[src/rtl/qupls_branch_split_ctrl_pkg.sv]
// Shared types and constants for the fetch-group branch-split stage.
package QuplsPkg;

    localparam int SPLIT_NSLOT = 4;

    typedef enum logic {
        IDLE  = 1'b0,
        ISSUE = 1'b1
    } split_state_t;

    // Index of the lowest set bit, or 0 when the mask is empty.
    function automatic logic [2:0] first_valid(input logic [SPLIT_NSLOT-1:0] v);
        first_valid = 3'd0;
        for (int i = SPLIT_NSLOT - 1; i >= 0; i--) begin
            if (v[i]) first_valid = 3'(i);
        end
    endfunction

endpackage

[src/rtl/qupls_branch_split_ctrl_if.sv]
// Fetch-side and issue-side handshake bundle for the branch-split controller.
interface qupls_branch_split_ctrl_if;
    import QuplsPkg::*;

    logic                   flush;
    logic                   in_valid;
    logic [SPLIT_NSLOT-1:0] in_slot_v;
    logic [SPLIT_NSLOT-1:0] in_br_mask;
    logic                   in_ready;
    logic                   stall;
    logic                   out_valid;
    logic                   out_ready;
    logic [SPLIT_NSLOT-1:0] out_slot_sel;
    logic                   out_first;
    logic                   out_last;
    logic [1:0]             out_seq;
    logic [31:0]            perf_groups;
    logic [31:0]            perf_subgroups;

    modport slave (
        input  flush, in_valid, in_slot_v, in_br_mask, out_ready,
        output in_ready, stall, out_valid, out_slot_sel, out_first, out_last,
               out_seq, perf_groups, perf_subgroups
    );

    modport master (
        output flush, in_valid, in_slot_v, in_br_mask, out_ready,
        input  in_ready, stall, out_valid, out_slot_sel, out_first, out_last,
               out_seq, perf_groups, perf_subgroups
    );

endinterface

[src/rtl/qupls_branch_split_ctrl_end_find.sv]
// Combinational sub-group boundary finder: from the current slot pointer,
// locate the MAX_BR-th effective branch (or slot 3), and derive the slot
// select mask and whether this sub-group finishes the group.
module qupls_split_end_find
    import QuplsPkg::*;
#(
    parameter int MAX_BR = 1
) (
    input  logic [2:0]             ptr_i,
    input  logic [SPLIT_NSLOT-1:0] br_eff_i,
    input  logic [SPLIT_NSLOT-1:0] grp_v_i,
    output logic [1:0]             end_o,
    output logic [SPLIT_NSLOT-1:0] sel_o,
    output logic                   last_o
);

    logic [2:0]             br_cnt;
    logic                   found;
    logic [SPLIT_NSLOT-1:0] beyond;

    // Walk slots upward from ptr counting branches until the limit is hit.
    always_comb begin
        br_cnt = 3'd0;
        found  = 1'b0;
        end_o  = 2'd3;
        for (int i = 0; i < SPLIT_NSLOT; i++) begin
            if (!found && (3'(i) >= ptr_i) && br_eff_i[i]) begin
                br_cnt = br_cnt + 3'd1;
                if (br_cnt == 3'(MAX_BR)) begin
                    end_o = 2'(i);
                    found = 1'b1;
                end
            end
        end
    end

    genvar gi;
    generate
        for (gi = 0; gi < SPLIT_NSLOT; gi++) begin : g_slot
            assign sel_o[gi]  = grp_v_i[gi] & (3'(gi) >= ptr_i) & (2'(gi) <= end_o);
            assign beyond[gi] = grp_v_i[gi] & (2'(gi) > end_o);
        end
    endgenerate

    assign last_o = ~|beyond;

endmodule

[src/rtl/qupls_branch_split_ctrl.sv]
// Branch-split sequencer: accepts a 4-slot fetch group and emits one
// slot-select mask per cycle so that each sub-group carries at most MAX_BR
// branches, each ending its sub-group. Groups may follow back-to-back.
// Optional performance counters: define QUPLS_BRANCH_SPLIT_PERF_EN.
module qupls_branch_split_ctrl
    import QuplsPkg::*;
#(
    parameter int NSLOT  = 4,
    parameter int MAX_BR = 1
) (
    input  logic                      clk,
    input  logic                      rst,
    qupls_branch_split_ctrl_if.slave  bus
);

    generate
        if (NSLOT != SPLIT_NSLOT) begin : g_bad_nslot
            $error("qupls_branch_split_ctrl: NSLOT must be 4");
        end
        if (MAX_BR < 1 || MAX_BR > 4) begin : g_bad_max_br
            $error("qupls_branch_split_ctrl: MAX_BR must be 1..4");
        end
    endgenerate

    split_state_t           state_q, state_d;
    logic [SPLIT_NSLOT-1:0] grp_v_q, grp_v_d;
    logic [SPLIT_NSLOT-1:0] grp_br_q, grp_br_d;
    logic [2:0]             ptr_q, ptr_d;
    logic [1:0]             seq_q, seq_d;

    logic [1:0]             end_slot;
    logic [SPLIT_NSLOT-1:0] sel;
    logic                   last;
    logic                   out_valid_c;
    logic                   in_ready_c;
    logic                   accept;
    logic                   fire_out;

    qupls_split_end_find #(
        .MAX_BR (MAX_BR)
    ) u_end_find (
        .ptr_i    (ptr_q),
        .br_eff_i (grp_br_q & grp_v_q),
        .grp_v_i  (grp_v_q),
        .end_o    (end_slot),
        .sel_o    (sel),
        .last_o   (last)
    );

    // Next-state and handshake decode; flush overrides both handshakes.
    always_comb begin
        state_d  = state_q;
        grp_v_d  = grp_v_q;
        grp_br_d = grp_br_q;
        ptr_d    = ptr_q;
        seq_d    = seq_q;

        out_valid_c = ~rst & (state_q == ISSUE);
        in_ready_c  = ~rst & ~bus.flush &
                      ((state_q == IDLE) | (out_valid_c & bus.out_ready & last));
        fire_out    = out_valid_c & bus.out_ready & ~bus.flush;
        accept      = bus.in_valid & in_ready_c;

        if (bus.flush) begin
            state_d = IDLE;
            ptr_d   = 3'd0;
            seq_d   = 2'd0;
        end else begin
            if (fire_out) begin
                ptr_d = {1'b0, end_slot} + 3'd1;
                seq_d = seq_q + 2'd1;
                if (last) state_d = IDLE;
            end
            // A new group taken in the final sub-group's cycle overrides the advance.
            if (accept) begin
                grp_v_d  = bus.in_slot_v;
                grp_br_d = bus.in_br_mask;
                ptr_d    = first_valid(bus.in_slot_v);
                seq_d    = 2'd0;
                state_d  = (bus.in_slot_v != '0) ? ISSUE : IDLE;
            end
        end
    end

    // Control state and latched group registers.
    always_ff @(posedge clk) begin
        if (rst) begin
            state_q  <= IDLE;
            grp_v_q  <= '0;
            grp_br_q <= '0;
            ptr_q    <= 3'd0;
            seq_q    <= 2'd0;
        end else begin
            state_q  <= state_d;
            grp_v_q  <= grp_v_d;
            grp_br_q <= grp_br_d;
            ptr_q    <= ptr_d;
            seq_q    <= seq_d;
        end
    end

    assign bus.in_ready     = in_ready_c;
    assign bus.stall        = ~in_ready_c;
    assign bus.out_valid    = out_valid_c;
    assign bus.out_slot_sel = out_valid_c ? sel : '0;
    assign bus.out_first    = out_valid_c & (seq_q == 2'd0);
    assign bus.out_last     = out_valid_c & last;
    assign bus.out_seq      = out_valid_c ? seq_q : 2'd0;

`ifdef QUPLS_BRANCH_SPLIT_PERF_EN
    logic [31:0] perf_groups_q;
    logic [31:0] perf_subgroups_q;

    // Free-running event counters; only reset clears them.
    always_ff @(posedge clk) begin
        if (rst) begin
            perf_groups_q    <= '0;
            perf_subgroups_q <= '0;
        end else begin
            if (accept)   perf_groups_q    <= perf_groups_q + 32'd1;
            if (fire_out) perf_subgroups_q <= perf_subgroups_q + 32'd1;
        end
    end

    assign bus.perf_groups    = perf_groups_q;
    assign bus.perf_subgroups = perf_subgroups_q;
`else
    assign bus.perf_groups    = 32'd0;
    assign bus.perf_subgroups = 32'd0;
`endif

endmodule
[src/flat_wrapper.sv]
// flat-port wrapper written by rule: the top's interface ports become plain ports
module qupls_branch_split_ctrl_flat import QuplsPkg::*;
#(
    parameter int NSLOT  = 4,
    parameter int MAX_BR = 1
)
  (clk, rst, bus_flush, bus_in_valid, bus_in_slot_v, bus_in_br_mask, bus_out_ready, bus_in_ready, bus_stall, bus_out_valid, bus_out_slot_sel, bus_out_first, bus_out_last, bus_out_seq, bus_perf_groups, bus_perf_subgroups);
  qupls_branch_split_ctrl_if bus_i ();
  input  logic clk;
  input  logic rst;
  input wire logic [$bits(bus_i.flush)-1:0] bus_flush;
  input wire logic [$bits(bus_i.in_valid)-1:0] bus_in_valid;
  input wire logic [$bits(bus_i.in_slot_v)-1:0] bus_in_slot_v;
  input wire logic [$bits(bus_i.in_br_mask)-1:0] bus_in_br_mask;
  input wire logic [$bits(bus_i.out_ready)-1:0] bus_out_ready;
  output wire logic [$bits(bus_i.in_ready)-1:0] bus_in_ready;
  output wire logic [$bits(bus_i.stall)-1:0] bus_stall;
  output wire logic [$bits(bus_i.out_valid)-1:0] bus_out_valid;
  output wire logic [$bits(bus_i.out_slot_sel)-1:0] bus_out_slot_sel;
  output wire logic [$bits(bus_i.out_first)-1:0] bus_out_first;
  output wire logic [$bits(bus_i.out_last)-1:0] bus_out_last;
  output wire logic [$bits(bus_i.out_seq)-1:0] bus_out_seq;
  output wire logic [$bits(bus_i.perf_groups)-1:0] bus_perf_groups;
  output wire logic [$bits(bus_i.perf_subgroups)-1:0] bus_perf_subgroups;
  assign bus_i.flush = bus_flush;
  assign bus_i.in_valid = bus_in_valid;
  assign bus_i.in_slot_v = bus_in_slot_v;
  assign bus_i.in_br_mask = bus_in_br_mask;
  assign bus_i.out_ready = bus_out_ready;
  assign bus_in_ready = bus_i.in_ready;
  assign bus_stall = bus_i.stall;
  assign bus_out_valid = bus_i.out_valid;
  assign bus_out_slot_sel = bus_i.out_slot_sel;
  assign bus_out_first = bus_i.out_first;
  assign bus_out_last = bus_i.out_last;
  assign bus_out_seq = bus_i.out_seq;
  assign bus_perf_groups = bus_i.perf_groups;
  assign bus_perf_subgroups = bus_i.perf_subgroups;
  qupls_branch_split_ctrl #(.NSLOT(NSLOT), .MAX_BR(MAX_BR)) u_core (.clk(clk), .rst(rst), .bus(bus_i));
endmodule
[config.mk]
export PLATFORM = sky130hd
export DESIGN_NAME = qupls_branch_split_ctrl_flat
export DESIGN_NICKNAME = d
export VERILOG_FILES = /design/src/rtl/qupls_branch_split_ctrl_pkg.sv /design/src/rtl/qupls_branch_split_ctrl_if.sv /design/src/rtl/qupls_branch_split_ctrl_end_find.sv /design/src/rtl/qupls_branch_split_ctrl.sv /design/src/flat_wrapper.sv
export SDC_FILE = /design/constraint.sdc
export NUM_CORES = 1
export LEC_CHECK = 0
export BUFFER_PORTS_ARGS = -buffer_cell sky130_fd_sc_hd__buf_4
export CAP_MARGIN = 20
export CORE_MARGIN = 4
export CORE_UTILIZATION = 46
export DETAILED_ROUTE_END_ITERATION = 10
export PLACE_DENSITY = 0.86
export SLEW_MARGIN = 10
export SYNTH_ARGS = -nofsm -noshare
export SYNTH_HDL_FRONTEND = slang
export SYNTH_SLANG_ARGS = --single-unit
[constraint.sdc]
create_clock -name clk -period 6.3 [get_ports clk]
set_input_delay 0 -clock clk [delete_from_list [all_inputs] [get_ports clk]]
set_output_delay 0 -clock clk [all_outputs]
set_load 0.005 [all_outputs]
-- Yosys cells after proc, flatten, opt, wreduce, memory -nomap -nowiden
Cells that the tools add are included.
- input port bits: 13
- logic and storage cells: 99
- register bits after elaboration: 14
- memory bits (read-only): 0
- bits in latches: 0
- output and inout port bits: 75
- memories: 0
- RAM bits: 0
- shifts and indexed selects: 0
- multiplexer cells: 27
- magnitude comparators: 12
- divide/modulo/power cells: 0
- reductions and logical operators: 19
- equality and inequality tests: 4
- bitwise gates (word level): 27
- add/subtract/negate cells: 5
- multiply operators: 0
- operators with widths (cell ; number):
    two-way mux 2 bit ; 12
    AND 1 bit ; 21
    two-way mux 3 bit ; 4
    two-way mux 1 bit ; 10
    adder 3 x 1 -> 3 bit (second input constant) ; 3
    equality test 3 x 1 -> 1 bit (second input constant) ; 3
    logical AND 1 bit ; 7
    >= comparator 1 x 3 -> 1 bit (first input constant) ; 2
    >= comparator 2 x 3 -> 1 bit (first input constant) ; 2
    AND 4 bit ; 1
    > comparator 1 x 2 -> 1 bit (first input constant) ; 2
    > comparator 2 bit (first input constant) ; 2
    <= comparator 1 x 2 -> 1 bit (first input constant) ; 2
    <= comparator 2 bit (first input constant) ; 2
    logical NOT 1 bit ; 4
    two-way mux 4 bit ; 1
    inverter 1 bit ; 4
    AND reduction 2 bit ; 2
    nonzero test 4 bit ; 1
    OR reduction 4 bit ; 1
    adder 2 x 1 -> 3 bit (second input constant) ; 1
    OR reduction 3 bit ; 1
    adder 2 x 1 -> 2 bit (second input constant) ; 1
    logical NOT 2 bit ; 1
    other kinds (4) ; 4

-- Longest topological paths before layout
- word-level depth: 25
- mapped depth: 16

-- Modules after synthesis
Synthesis repeated with hierarchy kept, for this count alone.
- cells, all modules: 172
- area total of the unflattened synthesis: 1451.4 um^2
- by module, submodules not included (module ; times used ; seq. area each (um^2) ; cells each ; area an instance (um^2)):
    qupls_branch_split_ctrl ; 1 ; 280.3 ; 141 ; 1242.4
    qupls_split_end_find ; 1 ; 0.0 ; 31 ; 209.0

-- Worst setup path after synthesis
OpenSTA, ideal clock, no wires.
- kind: flip-flop to flip-flop
- start point: reg u_core.ptr_q[0]
- end point: reg u_core.ptr_q[1]
- period minus slack after synthesis: 3183 ps
- setup time: 129 ps
- slack: 3117 ps
- arrival time: 3053 ps
- path buffers: 0
- stages on the path, launching flop included: 16
- data required time: 6171 ps
- cells stage by stage: dfxtp_1 nor4b_2 and2_2 inv_1 nand4_1 inv_1 ha_1 nand3b_1 or4b_1 and3_4 nor2_1 ha_1 o22ai_1 o31a_2 nor2_2 a211oi_1
- word-level cells in the longest chain between the ends: 24
- RTL lines (item ; RTL line ; RTL):
    start: declaration ; qupls_branch_split_ctrl.sv:28 ; logic [2:0] ptr_q, ptr_d;
    start signal: assignment ; qupls_branch_split_ctrl.sv:97 ; ptr_q <= ptr_d;
    >= comparator 1 x 3 -> 1 bit ; qupls_branch_split_ctrl_end_find.sv:27 ; if (!found && (3'(i) >= ptr_i) && br_eff_i[i]) begin
    logical AND 1 bit ; qupls_branch_split_ctrl_end_find.sv:27 ;
    two-way mux 1 bit ; qupls_branch_split_ctrl_end_find.sv:27 ;
    adder 3 x 1 -> 3 bit / logical NOT 1 bit (equally long branches) ; qupls_branch_split_ctrl_end_find.sv:28, qupls_branch_split_ctrl_end_find.sv:27 ;
    equality test 3 x 1 -> 1 bit / logical AND 1 bit (equally long branches) ; qupls_branch_split_ctrl_end_find.sv:29, qupls_branch_split_ctrl_end_find.sv:27 ;
    two-way mux 1 bit / logical AND 1 bit (equally long branches) ; qupls_branch_split_ctrl_end_find.sv:29, qupls_branch_split_ctrl_end_find.sv:27 ;
    two-way mux 1 bit / two-way mux 3 bit (equally long branches) ; qupls_branch_split_ctrl_end_find.sv:27 ;
    logical NOT 1 bit / adder 3 x 1 -> 3 bit (equally long branches) ; qupls_branch_split_ctrl_end_find.sv:27, qupls_branch_split_ctrl_end_find.sv:28 ;
    [... 8 more ...] ; - ;
    AND 1 bit ; qupls_branch_split_ctrl_end_find.sv:41 ; assign beyond[gi] = grp_v_i[gi] & (2'(gi) > end_o);
    OR reduction 4 bit ; qupls_branch_split_ctrl_end_find.sv:45 ; assign last_o = ~|beyond;
    logical NOT 1 bit ; qupls_branch_split_ctrl_end_find.sv:45 ;
    AND 1 bit ; qupls_branch_split_ctrl.sv:60 ; ((state_q == IDLE) | (out_valid_c & bus.out_ready & last));
    OR 1 bit ; qupls_branch_split_ctrl.sv:60 ;
    AND 1 bit ; qupls_branch_split_ctrl.sv:59 ; in_ready_c = ~rst & ~bus.flush &
    AND 1 bit ; qupls_branch_split_ctrl.sv:62 ; accept = bus.in_valid & in_ready_c;
    two-way mux 3 bit / nonzero test 2 bit (equally long branches) ; - ;
Mark *: on every way between the ends. The rest lies on a longest branch, timed or not. The select of a mux whose other input is x is not followed.
A chain may end at the register's enable or synchronous reset.

-- Worst setup path in the final report
- start point: reg u_core.ptr_q[0]
- end point: reg u_core.grp_v_q[0]
- word-level cells in the longest chain between the ends: 24
- RTL lines (item ; RTL line ; RTL):
    >= comparator 1 x 3 -> 1 bit ; qupls_branch_split_ctrl_end_find.sv:27 ;
    logical AND 1 bit ; qupls_branch_split_ctrl_end_find.sv:27 ;
    two-way mux 1 bit ; qupls_branch_split_ctrl_end_find.sv:27 ;
    adder 3 x 1 -> 3 bit / logical NOT 1 bit (equally long branches) ; qupls_branch_split_ctrl_end_find.sv:28, qupls_branch_split_ctrl_end_find.sv:27 ;
    equality test 3 x 1 -> 1 bit / logical AND 1 bit (equally long branches) ; qupls_branch_split_ctrl_end_find.sv:29, qupls_branch_split_ctrl_end_find.sv:27 ;
    two-way mux 1 bit / logical AND 1 bit (equally long branches) ; qupls_branch_split_ctrl_end_find.sv:29, qupls_branch_split_ctrl_end_find.sv:27 ;
    two-way mux 1 bit / two-way mux 3 bit (equally long branches) ; qupls_branch_split_ctrl_end_find.sv:27 ;
    logical NOT 1 bit / adder 3 x 1 -> 3 bit (equally long branches) ; qupls_branch_split_ctrl_end_find.sv:27, qupls_branch_split_ctrl_end_find.sv:28 ;
    [... 8 more ...] ; - ;
    AND 1 bit ; qupls_branch_split_ctrl_end_find.sv:41 ;
    OR reduction 4 bit (*) ; qupls_branch_split_ctrl_end_find.sv:45 ;
    logical NOT 1 bit (*) ; qupls_branch_split_ctrl_end_find.sv:45 ;
    AND 1 bit (*) ; qupls_branch_split_ctrl.sv:60 ;
    OR 1 bit (*) ; qupls_branch_split_ctrl.sv:60 ;
    AND 1 bit (*) ; qupls_branch_split_ctrl.sv:59 ;
    AND 1 bit (*) ; qupls_branch_split_ctrl.sv:62 ;
    AND reduction 2 bit (no line) (*) ; - ;
    end signal: assignment ; qupls_branch_split_ctrl.sv:95 ; grp_v_q <= grp_v_d;
    end: declaration ; qupls_branch_split_ctrl.sv:26 ; logic [SPLIT_NSLOT-1:0] grp_v_q, grp_v_d;
Mark *: on every way between the ends. The rest lies on a longest branch, timed or not.

==> results_dict.tcl <==
set metrics [dict create \
    result_of_the_run "complete, no violations" \
    portBuffers 23 \
    layout-area-overhead-vs-synth_pct 5.75 \
    place_congestion 0.847 \
    synth_area_um2 1390 \
    cts_buffer_depth 2 \
    final_max_slew_viol_count 0 \
    power_frac_clock 0.340 \
    asyncSetResetFlopFracSynth 0 \
    hold_path_end "u_core.ptr_q[0]" \
    rsz0062_at_grt "false" \
    grt.total_usage 0.138 \
    cts-root-buf "clkbuf_4" \
    yosys.area.top_type_share 0.350 \
    timing.reg2reg.setup_slack_ns 1.99 \
    drt-met1-wl_um 1110 \
    critical_path.cell_chain "nor4b_2 > and2_2 > inv_1 > nand4_1 > inv_1 > ha_1 > nand3b_1 > or4b_1 > and3_4 > nor2_1 > ha_1 > o22ai_1 > o31ai_2 > nand3_1 > a21oi_1 > dlygate4sd3_1" \
    worst_clock_skew_ns 0.00722 \
    clk_transition_reported_paths_ns 0.09 \
    tritoncts_clock_tree "done" \
    max_clock_freq_mhz 232 \
    first_drt_pass_iteration_count 4 \
    worst-setup-path-type "flip-flop to flip-flop" \
    synth-edff-count 0 \
    die-area_um2 3970 \
    crit_path_max_incr_delay_ns 0.68 \
    combinationalPowerShare 0.182 \
    period_share 0.684 \
    routedWlPerCell_um 12.0 \
    setup_tns_final_ns 0 \
    proportion_of_layout_cells_with_a_drive_suffix_above_1 0.175 \
    drt_iter0_drc 23 \
    rr_startpoint "u_core.ptr_q[0]" \
    dp_cells 230 \
    critical_path.endpoint_type "flip-flop" \
    timing.final.hold_violations 0 \
    library_cell_with_the_largest_summed_area_after_synthesis "buf_4" \
    dp_worst_setup_slack_ns 2.01 \
    critPathMaxFanout 11 \
    worst_r2r_path_depth 16 \
    worst_slew_pin_slew_ns 0.813 \
    hold_path.startpoint "bus_in_slot_v[0]" \
    diodes 0 \
    worst_flop_to_flop_path_endpoint "u_core.grp_v_q[0]" \
    core.rowCount 19 \
    cts-buffers-inserted 3 \
    dpl.hpwl_um 2330 \
    fp.coreArea_um2 2830 \
    drc 0 \
    grt_pass1_wl_um 4490 \
    grt_start_max_net_pins 13 \
    routed_wirelength_um 2910 \
    starting_density 0.492 \
    h-tree-depth 1 \
    syn-instance-count 181 \
    seq_area_frac_synth 0.201 \
    ant_nets 0 \
    via_count 1108 \
    vias_per_cell 4.56 \
    whs_path_depth 4 \
    sw_frac 0.279 \
    yosys.cell_count.top_type "buf_4" \
    post_cts_setup_bufs 0 \
    worst_hold_path_type "input pin to flip-flop" \
    dr.max_layer_used "met4" \
    antenna_found_initial 0 \
    die-height_um 63.0 \
    number_of_global_route_vias_before_repair 1024 \
    netlist_top_cells_count "buf_4 (65), dfxtp_1 (14), nand3_1 (11)" \
    layout.cells.non_filler 243 \
    synth.ff_latch_count 14 \
    worstPathRequired_ns 6.53 \
    startpoint_type "flip-flop" \
    met2RoutedLength_um 1420 \
    ys_dominant_reg_cell "dfxtp_1" \
    netlist-cell-type-count 35 \
    yosys_warnings 0 \
    worst_ir_drop_vdd_uv 79.5 \
    switching_power_w 0.0000539 \
    fin_nets 232 \
    nFillCells 282 \
    globalRouteOverflowTotal 0 \
    ioPinCount 88 \
    yosys-top-cells-area "buf_4 (35%), dfxtp_1 (20%), ha_1 (5.4%)" \
    post_dp_cell_area_um2 1340 \
    final_area_um2 1470 \
    slowest_stage "o31ai_2" \
    detailroute.wirelength.met3_um 318 \
    fin_ws_ns 1.99 \
    p_int_w 0.000139 \
    maxCapViolations 0 \
    cp.arrival_ns 4.54 \
    power_density_nw_per_um2 131 \
    synth_area_per_cell_um2 7.69 \
    die_w_um 63.0 \
    cts_num_sinks 14 \
    leakagePower_nw 0.700 \
    worst_skew_pair.late_latency_ns 0.28 \
    share_seq_of_total_power 0.478 \
    finalCriticalPeriod_ns 4.31 \
    worst_slew_margin_rel 0.455 \
    setup-violations-final 0 \
]
-- sequential cells by signal, indices dropped and copies added (netlist names) --
name and cells:
u_core.grp_br_q 4, u_core.grp_v_q 4, u_core.ptr_q 3, u_core.seq_q 2
u_core.state_q 1
-- per-stage QoR --
step                      hold slack, ns  utilization  total power (W)
final                             0.0623        0.521         0.000193
after global routing              0.0670        0.521         0.000202
after CTS                         0.0496        0.519         0.000193
after detailed placement           0.268        0.474         0.000124
after global placement             0.262        0.474         0.000124
after floorplan                    0.148            -         0.000141
-- kinds of logic after synthesis --
kind of cell,count (synthesis),synth area share
fa+ha+maj,6,0.0539
simple gates,53,0.224
compound gates,27,0.115
other cells,1,0.00269
mux,2,0.0144
xor+xnor,1,0.00629
buf+inv,77,0.383
flops,14,0.201
-- worst max-delay path by stage --
stage | startpoint | to | slack (ns) | depth (start not counted)
2_1_floorplan | u_core.ptr_q[0] | u_core.ptr_q[1] | 3.12 | 15
3_3_place_gp | u_core.ptr_q[0] | u_core.ptr_q[1] | 2.29 | 15
3_5_place_dp | u_core.ptr_q[0] | u_core.ptr_q[1] | 2.01 | 15
4_1_cts | u_core.ptr_q[0] | u_core.grp_v_q[0] | 1.66 | 16
5_1_grt | u_core.ptr_q[0] | u_core.grp_v_q[0] | 1.70 | 16
6_report | u_core.ptr_q[0] | u_core.grp_v_q[0] | 1.99 | 16
-- area by class of cell --
cell class	instances	area (µm²)	share of cell area
tap	31	38.8	0.0263
timing repair buffer	32	263	0.178
inverter	9	33.8	0.0229
sequential	14	280	0.190
clock buffer	4	36.3	0.0246
multi-input combinational	153	821	0.557
-- worst max-delay path, delay by kind of cell, from the launching register on --
kind            cells  cell delay (ns)
buf+inv             3             0.73
fa+ha+maj           2             0.38
flops               1             0.35
simple gates        8             1.84
compound gates      3             0.97
-- power by group through the flow --
stage / clock network, W / logic, W / registers, W
after CTS: 0.0000667 / 0.0000339 / 0.0000923
after floorplan: 0 / 0.0000479 / 0.0000936
after detailed placement: 0 / 0.0000296 / 0.0000944
after global placement: 0 / 0.0000294 / 0.0000942
final: 0.0000657 / 0.0000352 / 0.0000924
after global routing: 0.0000698 / 0.0000400 / 0.0000927
-- what timing repair did --
item	CTS	global route
resized for setup	0	0
hold endpoints to repair	8	0
hold buffers	9	0
setup endpoints to repair	0	0
-- metal layers --
metal / GRT usage / vias up
met2: 0.225 / 60
met4: 0.0716 / 0
met3: 0.0378 / 8
met5: 0 / -
met1: 0.164 / 497
li1: - / 543
-- cell usage in the layout, fill, tap and decap left out, types with 3 or more instances in the layout --
cell type / synthesis / final
a21oi_1: 10 / 10
clkbuf_4: 0 / 3
o21ai_0: 10 / 10
conb_1: 1 / 64
buf_4: 65 / 23
ha_1: 6 / 6
dfxtp_1: 14 / 14
dlygate4sd3_1: 0 / 9
nor3_1: 7 / 7
inv_1: 9 / 9
nand3_1: 11 / 11
nor2_1: 10 / 10
nand2_1: 5 / 5
and2_1: 3 / 3
Note: power is estimated with default switching activity, not from simulation.
